$ cat config.mk
export PLATFORM = sky130hd
export DESIGN_NAME = audio_sample_player
export DESIGN_NICKNAME = d
export VERILOG_FILES = /design/src/rtl/audio_sample_player.sv
export SDC_FILE = /design/constraint.sdc
export NUM_CORES = 1
export LEC_CHECK = 0
export CAP_MARGIN = 5
export CELL_PAD_IN_SITES_DETAIL_PLACEMENT = 1
export CELL_PAD_IN_SITES_GLOBAL_PLACEMENT = 2
export CORE_ASPECT_RATIO = 0.8
export CORE_MARGIN = 1
export CORE_UTILIZATION = 40
export DETAILED_ROUTE_END_ITERATION = 8
export PLACE_DENSITY_LB_ADDON = 0.25
export RECOVER_POWER = 100
export SYNTH_ARGS = -nofsm -noshare
export SYNTH_HDL_FRONTEND = slang
export SYNTH_SLANG_ARGS = --single-unit
export TNS_END_PERCENT = 30
$ cat constraint.sdc
create_clock -name clk -period 5.2 [get_ports clk]
set_clock_uncertainty 0.15 [all_clocks]
set_input_delay 0.52 -clock clk [delete_from_list [all_inputs] [get_ports clk]]
set_output_delay 0.52 -clock clk [all_outputs]
set_load 0.05 [all_outputs]
$ cat src/rtl/audio_sample_player.sv
// rtl/audio_sample_player.sv - multi-channel sample playback with shared memory fetch, saturating mixer and PWM output
module audio_sample_player #(
  parameter int DIV    = 3125,
  parameter int NUM_CH = 2,
  parameter int ADDR_W = 17,
  parameter int DATA_W = 8
) (
  input  logic                     clk,
  input  logic                     reset,
  input  logic [NUM_CH-1:0]        trigger,
  input  logic [NUM_CH-1:0]        loop_en,
  input  logic [NUM_CH*ADDR_W-1:0] start_addr,
  input  logic [NUM_CH*ADDR_W-1:0] length,
  output logic [ADDR_W-1:0]        mem_addr,
  input  logic [DATA_W-1:0]        mem_data,
  output logic [NUM_CH-1:0]        busy,
  output logic [DATA_W-1:0]        mix_out,
  output logic                     PWM_out
);

  localparam int CW = (DIV > 1) ? $clog2(DIV) : 1;
  localparam int SW = DATA_W + $clog2(NUM_CH) + 1;
  localparam logic [DATA_W-1:0]    MID   = {1'b1, {(DATA_W-1){1'b0}}};
  localparam logic signed [SW-1:0] MID_S = SW'(MID);
  localparam logic signed [SW-1:0] MAX_S = SW'({DATA_W{1'b1}});

  typedef enum logic {IDLE, PLAY} state_t;

  state_t              state    [NUM_CH];
  logic [ADDR_W-1:0]   offset   [NUM_CH];
  logic [ADDR_W-1:0]   start_q  [NUM_CH];
  logic [ADDR_W-1:0]   len_q    [NUM_CH];
  logic [DATA_W-1:0]   sample   [NUM_CH];
  logic [ADDR_W-1:0]   start_in [NUM_CH];
  logic [ADDR_W-1:0]   len_in   [NUM_CH];
  logic [NUM_CH-1:0]   fetch_ok;
  logic [NUM_CH-1:0]   trig_q;
  logic [NUM_CH-1:0]   rise;
  logic [CW-1:0]       tick_cnt;
  logic [CW-1:0]       cnt_nxt;
  logic                tick;
  logic [DATA_W-1:0]   pwm_cnt;
  logic signed [SW-1:0] acc;
  logic [DATA_W-1:0]   mix_sat;

  assign tick    = (tick_cnt == CW'(DIV - 1));
  assign cnt_nxt = tick ? '0 : tick_cnt + 1'b1;
  assign rise    = trigger & ~trig_q;

  always_comb begin
    busy = '0;
    for (int ch = 0; ch < NUM_CH; ch++) begin
      start_in[ch] = start_addr[ch*ADDR_W +: ADDR_W];
      len_in[ch]   = length[ch*ADDR_W +: ADDR_W];
      busy[ch]     = (state[ch] == PLAY);
    end
  end

  // Signed sum of deviations from silence, clamped to the output range.
  always_comb begin
    acc = MID_S;
    for (int ch = 0; ch < NUM_CH; ch++)
      acc = acc + $signed(SW'(sample[ch])) - MID_S;
    if (acc < 0)
      mix_sat = '0;
    else if (acc > MAX_S)
      mix_sat = '1;
    else
      mix_sat = acc[DATA_W-1:0];
  end

  always_ff @(posedge clk) begin
    if (reset) begin
      tick_cnt <= '0;
      pwm_cnt  <= '0;
      mem_addr <= '0;
      mix_out  <= MID;
      PWM_out  <= 1'b0;
      trig_q   <= '1;  // a trigger must be seen low before its rise counts
      fetch_ok <= '0;
      for (int ch = 0; ch < NUM_CH; ch++) begin
        state[ch]   <= IDLE;
        offset[ch]  <= '0;
        start_q[ch] <= '0;
        len_q[ch]   <= '0;
        sample[ch]  <= MID;
      end
    end else begin
      tick_cnt <= cnt_nxt;
      pwm_cnt  <= pwm_cnt + 1'b1;
      PWM_out  <= (pwm_cnt < mix_out);
      trig_q   <= trigger;
      mem_addr <= '0;
      for (int ch = 0; ch < NUM_CH; ch++) begin
        if (cnt_nxt == CW'(ch)) begin
          fetch_ok[ch] <= (state[ch] == PLAY);
          if (state[ch] == PLAY)
            mem_addr <= start_q[ch] + offset[ch];
        end
        if (tick_cnt == CW'(ch + 1))
          sample[ch] <= fetch_ok[ch] ? mem_data : MID;
        // Retrigger takes priority over end-of-clip handling.
        if (rise[ch] && (len_in[ch] != '0)) begin
          start_q[ch] <= start_in[ch];
          len_q[ch]   <= len_in[ch];
          offset[ch]  <= '0;
          state[ch]   <= PLAY;
        end else if ((cnt_nxt == CW'(ch)) && (state[ch] == PLAY)) begin
          if (offset[ch] == len_q[ch] - 1'b1) begin
            offset[ch] <= '0;
            if (!loop_en[ch])
              state[ch] <= IDLE;
          end else begin
            offset[ch] <= offset[ch] + 1'b1;
          end
        end
      end
      if (tick_cnt == CW'(NUM_CH + 1))
        mix_out <= mix_sat;
    end
  end

endmodule

; After elaboration in Yosys (flattened, before gate mapping)
; Memory sizes are Yosys's and may differ from the RTL's.
; Cells that the tools add are included.
[word_totals]
output_inout_bits = 28
ramBits = 120
input_bits = 82
reg_bits = 50
n_memories = 5
[mem_list]
columns = name, words, word_bits, rd, rd_clocked_by_memory_dff, write_ports, line
row1 = len_q, 2, 17, 2, 0, 2, 32  ; logic [ADDR_W-1:0] len_q [NUM_CH];
row2 = offset, 2, 17, 2, 0, 2, 30  ; logic [ADDR_W-1:0] offset [NUM_CH];
row3 = start_q, 2, 17, 2, 0, 2, 31  ; logic [ADDR_W-1:0] start_q [NUM_CH];
row4 = sample, 2, 8, 2, 0, 2, 33  ; logic [DATA_W-1:0] sample [NUM_CH];
row5 = state, 2, 1, 2, 0, 2, 29  ; state_t state [NUM_CH];
[classes]
eq_ne = 7
n_reduce_logical = 7
bitwise_logic = 18
addsub = 12
mux = 71
order_cmp = 3
[ops]
columns = op, count
row1 = 17-bit 2-to-1 mux, 14
row2 = 1-bit 2-to-1 mux, 50
row3 = 8-bit 2-to-1 mux, 6
row4 = "17-bit by 1-bit adder with 17-bit output, second input constant", 2
row5 = 17-bit adder, 2
row6 = 17-bit == test, 2
row7 = 17-bit nonzero test, 2
row8 = "17-bit by 1-bit subtractor with 17-bit output, second input constant", 2
row9 = "12-bit by 1-bit == test with 1-bit output, second input constant", 2
row10 = "12-bit by 2-bit == test with 1-bit output, second input constant", 2
row11 = 1-bit OR, 16
row12 = "12-bit by 1-bit adder with 12-bit output, second input constant", 1
row13 = "12-bit == test, second input constant", 1
row14 = 12-bit logical NOT, 1
row15 = 12-bit 2-to-1 mux, 1
row16 = 10-bit by 9-bit adder with 10-bit output, 1
row17 = "10-bit by 9-bit greater-than comparator with 1-bit output, second input constant", 1
row18 = "10-bit by 1-bit less-than comparator with 1-bit output, second input constant", 1
row19 = "10-bit by 9-bit subtractor with 10-bit output, second input constant", 1
row20 = "9-bit by 8-bit subtractor with 10-bit output, second input constant", 1
row21 = "8-bit by 8-bit adder with 9-bit output, first input constant", 1
row22 = "8-bit by 1-bit adder with 8-bit output, second input constant", 1
row23 = 8-bit less-than comparator, 1
row24 = 1-bit logical AND, 4
row25 = 2 further kinds, 2

; Depth between registers and ports, before layout
[depth]
word_depth = 10
depth_mapped = 11
mapped_depth_nobuf = 11

; Worst setup path after synthesis
; No wires, ideal clock.
[synth_timing]
path_kind = input-to-reg
from = in length[25]
to = mem offset[1][8], data pin
arrival_ns = 3.001
path_buffers = 1
path_stages = 8
t_required_ns = 4.911
setup_slack_ns = 1.910
cell_sequence = nor4_1 > nand4_1 > o41ai_1 > nand2b_1 > nor3_1 > o41ai_4 > buf_2 > nor2_1
[synth_rtl]
columns = item, line
row1 = "start, declared", 13  ; input logic [NUM_CH*ADDR_W-1:0] length,
row2 = "end, declared", 30

==> results.md <==
- Worst vdd ir: 0.000229 V
- Number of setup buffers added after CTS: 0
- Vias per cell: around 5.3
- Reg2Reg Launch Point: tick_cnt[0]$_SDFF_PP0_
- Logic gate share of total power: 16.5%
- Tot GR Track Use: between 20% and 30%
- H-Tree Level Count: 4
- HP Start: pwm_cnt[0]$_SDFF_PP0_
- Synth top area share: 34.3%
- CP arrival: ~4.2 ns
- Clk slew on worst S/H paths: ~0.06 ns
- Vias: 7920
- Final Cycle Share: between 80% and 90%
- Power per Cell Area: approximately 280 nW/um^2
- CORE AREA: between 20000 and 30000 sq um
- Top FF cell, synth: edfxtp_1
- Area Growth Syn to Fin: 18.9%
- Most frequent cells in the layout: edfxtp_1 (119), nor2_1 (111), clkdlybuf4s50_1 (79), xnor2_1 (69), ha_1 (63)
- Worst rel slew slack: -41.3%
- Power share of the clock group: approximately 38%
- Worst Max-Slew Pin Slew: 2.12 ns
- Starting Density: around 41%
- CP startpoint kind: flip-flop
- Psw: 951 uW
- Status: finished with violations
- Adder-Cell Fraction of Synth Area: slightly above 8%
- Register bit total from synthesis: 170
- Critical path fanouts, max: 17
- R2R depth: 7
- EDFF count, synth: 119
- Clk_lat worst skew: roughly 0.44 ns
- Leading cell type in the layout, fill and taps excluded: edfxtp_1
- Final TNS setup: 0 ns
- Final ANT Viol Nets: 0
- Tmin final: about 4.3 ns
- Number of max-cap violations: 2
- Row cnt: 52
- I/O pin cnt: 110
- Vias in the first global route: 8107
- Inst Count DP: 1464
- Net Sw Frac: between 20% and 30%
- Critical R2R Capture: offset[1][11]$_SDFFCE_PN0P_
- Hold EP: pwm_cnt[0]$_SDFF_PP0_
- Die Ht: 146 um
- Register Area: between 4000 and 5000 sq um
- Largest net degree at the start of global routing: ~50
- Layout Cells excl Fill: between 1000 and 1500
- YS warnings: 0
- Internal: ~2500 uW
- Seq/Total Area, Yosys: between 40% and 50%
- Nets: approximately 1300
- Largest family of logic cells by synthesized area: simple AND/OR/NAND/NOR gates
- Port buffer count: 109
- Hpwl dp: about 20000 um
- Worst min-delay path category: flip-flop to flip-flop
- Worst hold stages: 1
- First-pass GRT wire length: 43900 um
- Clock Tree Root: clkbuf_16
- Req. time, crit path: around 5 ns
- Die Wd: ~180 um
- Inserted Clock Buffers: 17
- Reg2Reg Setup Slack: 0.94 ns
- Nature of the critical path endpoint: flip-flop
- Initial antenna violation count: 0
- DR WL/cell: 17.8 um
- Syn_area_per_cell: approximately 10 sq um
- Post-Synth XOR/XNOR Area: a little over a tenth
- Final setup fails: 0
- Detailed-route DRC error count: 0
- Fill cell count: between 2000 and 3000
- Die area: roughly 27000 sq um
- Syn Std Cell Area: 10400 sq um
- Total leakage power: just under 0.005 uW
- Post-CTS sizing: 0
- Crit Path Class: flip-flop to flip-flop
- Failing checks: capacitance limit, slew limit
- GPL Wtd Cong: 0.786
- Mux cell area share after synthesis: less than 1%
- Fin. Hold Viols: 0
- Cts hold-fix bufs: 0
- Synth Area in Compound Gates: between 10% and 20%
- Syn Nets: ~1200
- RSZ-0062 raised after global routing: no
- Iteration-0 DRC Markers: approximately 380
- Async S/R FF share, synth: 0%
- Post-synth top area cell: edfxtp_1
- Crit-path cells: ha_1 -> and3_1 -> or3_1 -> a221oi_1 -> nand4_1 -> nor2_1 -> or2_0
- Share of post-route cells with drive strength above 1: 4.72%
- Simple-gate share of the synthesized area: around 22%
- Clock sink total: 170
- Part of the power in registers: approximately 46%
- Finished Core Util: between 40% and 50%
- Pwr Total: approximately 3500 uW
- CP max-delay cell: or2_0
- Maximum root-to-sink buffer count: 2
- Top cells by area, synth: edfxtp_1 (34%), dfxtp_1 (9.8%), ha_1 (7.6%), xnor2_1 (5.8%), xor2_1 (4.6%)
- CTS tree: built
- Area of the multi-input gates: 5500 sq um
- Crit-path max cell delay: slightly below 1 ns
- Post-Synthesis Cells: 1030
- Slew Viols, Final: ~60
- GRT overflow: 0
- Total iterations of the first detailed-routing run: 5
- Routed wire length: about 27000 um
- Peak Freq: ~0.23 GHz
- Post-synth cell types: 76
[worst max-delay path, delay by kind of cell (launching register included)]
family	cells	cell delay, ns
AOI/OAI and AO/OA	1	0.49
adders and majority gates	1	0.35
DFF	1	0.41
and+or+nand+nor	5	2.47
[worst max path at each step]
stage | from | to | slack, ns
final | tick_cnt[0]$_SDFF_PP0_ | offset[1][11]$_SDFFCE_PN0P_ | 0.94
after global placement | length[1] | offset[0][3]$_SDFFCE_PN0P_ | 0.62
after CTS | len_q[0][0]$_SDFFCE_PN0P_ | offset[0][15]$_SDFFCE_PN0P_ | 1.51
after detailed placement | length[1] | offset[0][3]$_SDFFCE_PN0P_ | 1.12
after floorplan | length[25] | offset[1][8]$_SDFFCE_PN0P_ | 1.91
after global routing | tick_cnt[0]$_SDFF_PP0_ | offset[1][5]$_SDFFCE_PN0P_ | 0.61
[power groups by stage]
stage               logic (uW)  clock network (uW)  registers [uW]
CTS                        592                1340            1610
global placement           575                   0            1640
floorplan                  382                   0            1630
global route               643                1390            1620
finish                     576                1310            1610
detailed placement         585                   0            1640
[registers in the layout (all words and copies together) (netlist names)]
register and count:
PWM_out 1, trig_q 2, fetch_ok 2, state 2, pwm_cnt 8, tick_cnt 12
len_q 34, mix_out 8, offset 34, sample 16, start_q 34, mem_addr 17
[Yosys cell counts (9+ instances only)]
master and instances:
clkbuf_1 21, nand2_1 36, xor2_1 55, nand3_1 32
nand4_1 14, edfxtp_1 119, nor3_1 27, nor2b_1 11
a21oi_1 38, nand2b_1 10, or3_1 11, nor2_1 111
a22oi_1 9, a21o_1 24, inv_1 41, o21ai_0 22
and2_1 71, nor4_1 12, and3_1 32, nand3b_1 12
ha_1 63, dfxtp_1 51, xnor2_1 69
[per-stage QoR]
stage          hold slack [ns]  area (sq um)  setup WS [ns]
2_1_floorplan            0.271         10400           1.91
3_3_place_gp             0.287         11900          0.620
3_5_place_dp             0.304         11900           1.12
4_1_cts                  0.320         12500           1.51
5_1_grt                  0.353         12400          0.607
6_report                 0.308         12400          0.941
[cell type report]
cell class                 instances  share of cell area [%]
multi-input combinational        785                    44.3
sequential                       170                    37.0
timing repair buffer             117                    9.02
clock buffer                      22                    3.91
tap                              351                    3.54
inverter                          41                    1.24
clock inverter                    10                   0.918
antenna                            1                  0.0202
[layer usage]
| metal | part of all wire [%] | up-vias | global-route usage [%] |
|---|---|---|---|
| li1 | - | 3945 | - |
| met4 | 1.3 | 0 | 5.84 |
| met1 | 51 | 3831 | 30.4 |
| met5 | 0 | - | 0 |
| met3 | 3.4 | 20 | 3.87 |
| met2 | 44 | 124 | 32.3 |
[logic make-up after synthesis]
kind of cell	count (synthesis)
AO/OA/AOI/OAI	178
XOR/XNOR	124
adder cells (fa/ha/maj)	66
buffers and inverters	75
flip-flops	170
multiplexers	5
AND/OR/NAND/NOR	412
No activity file was read; power rests on OpenSTA's default activity.
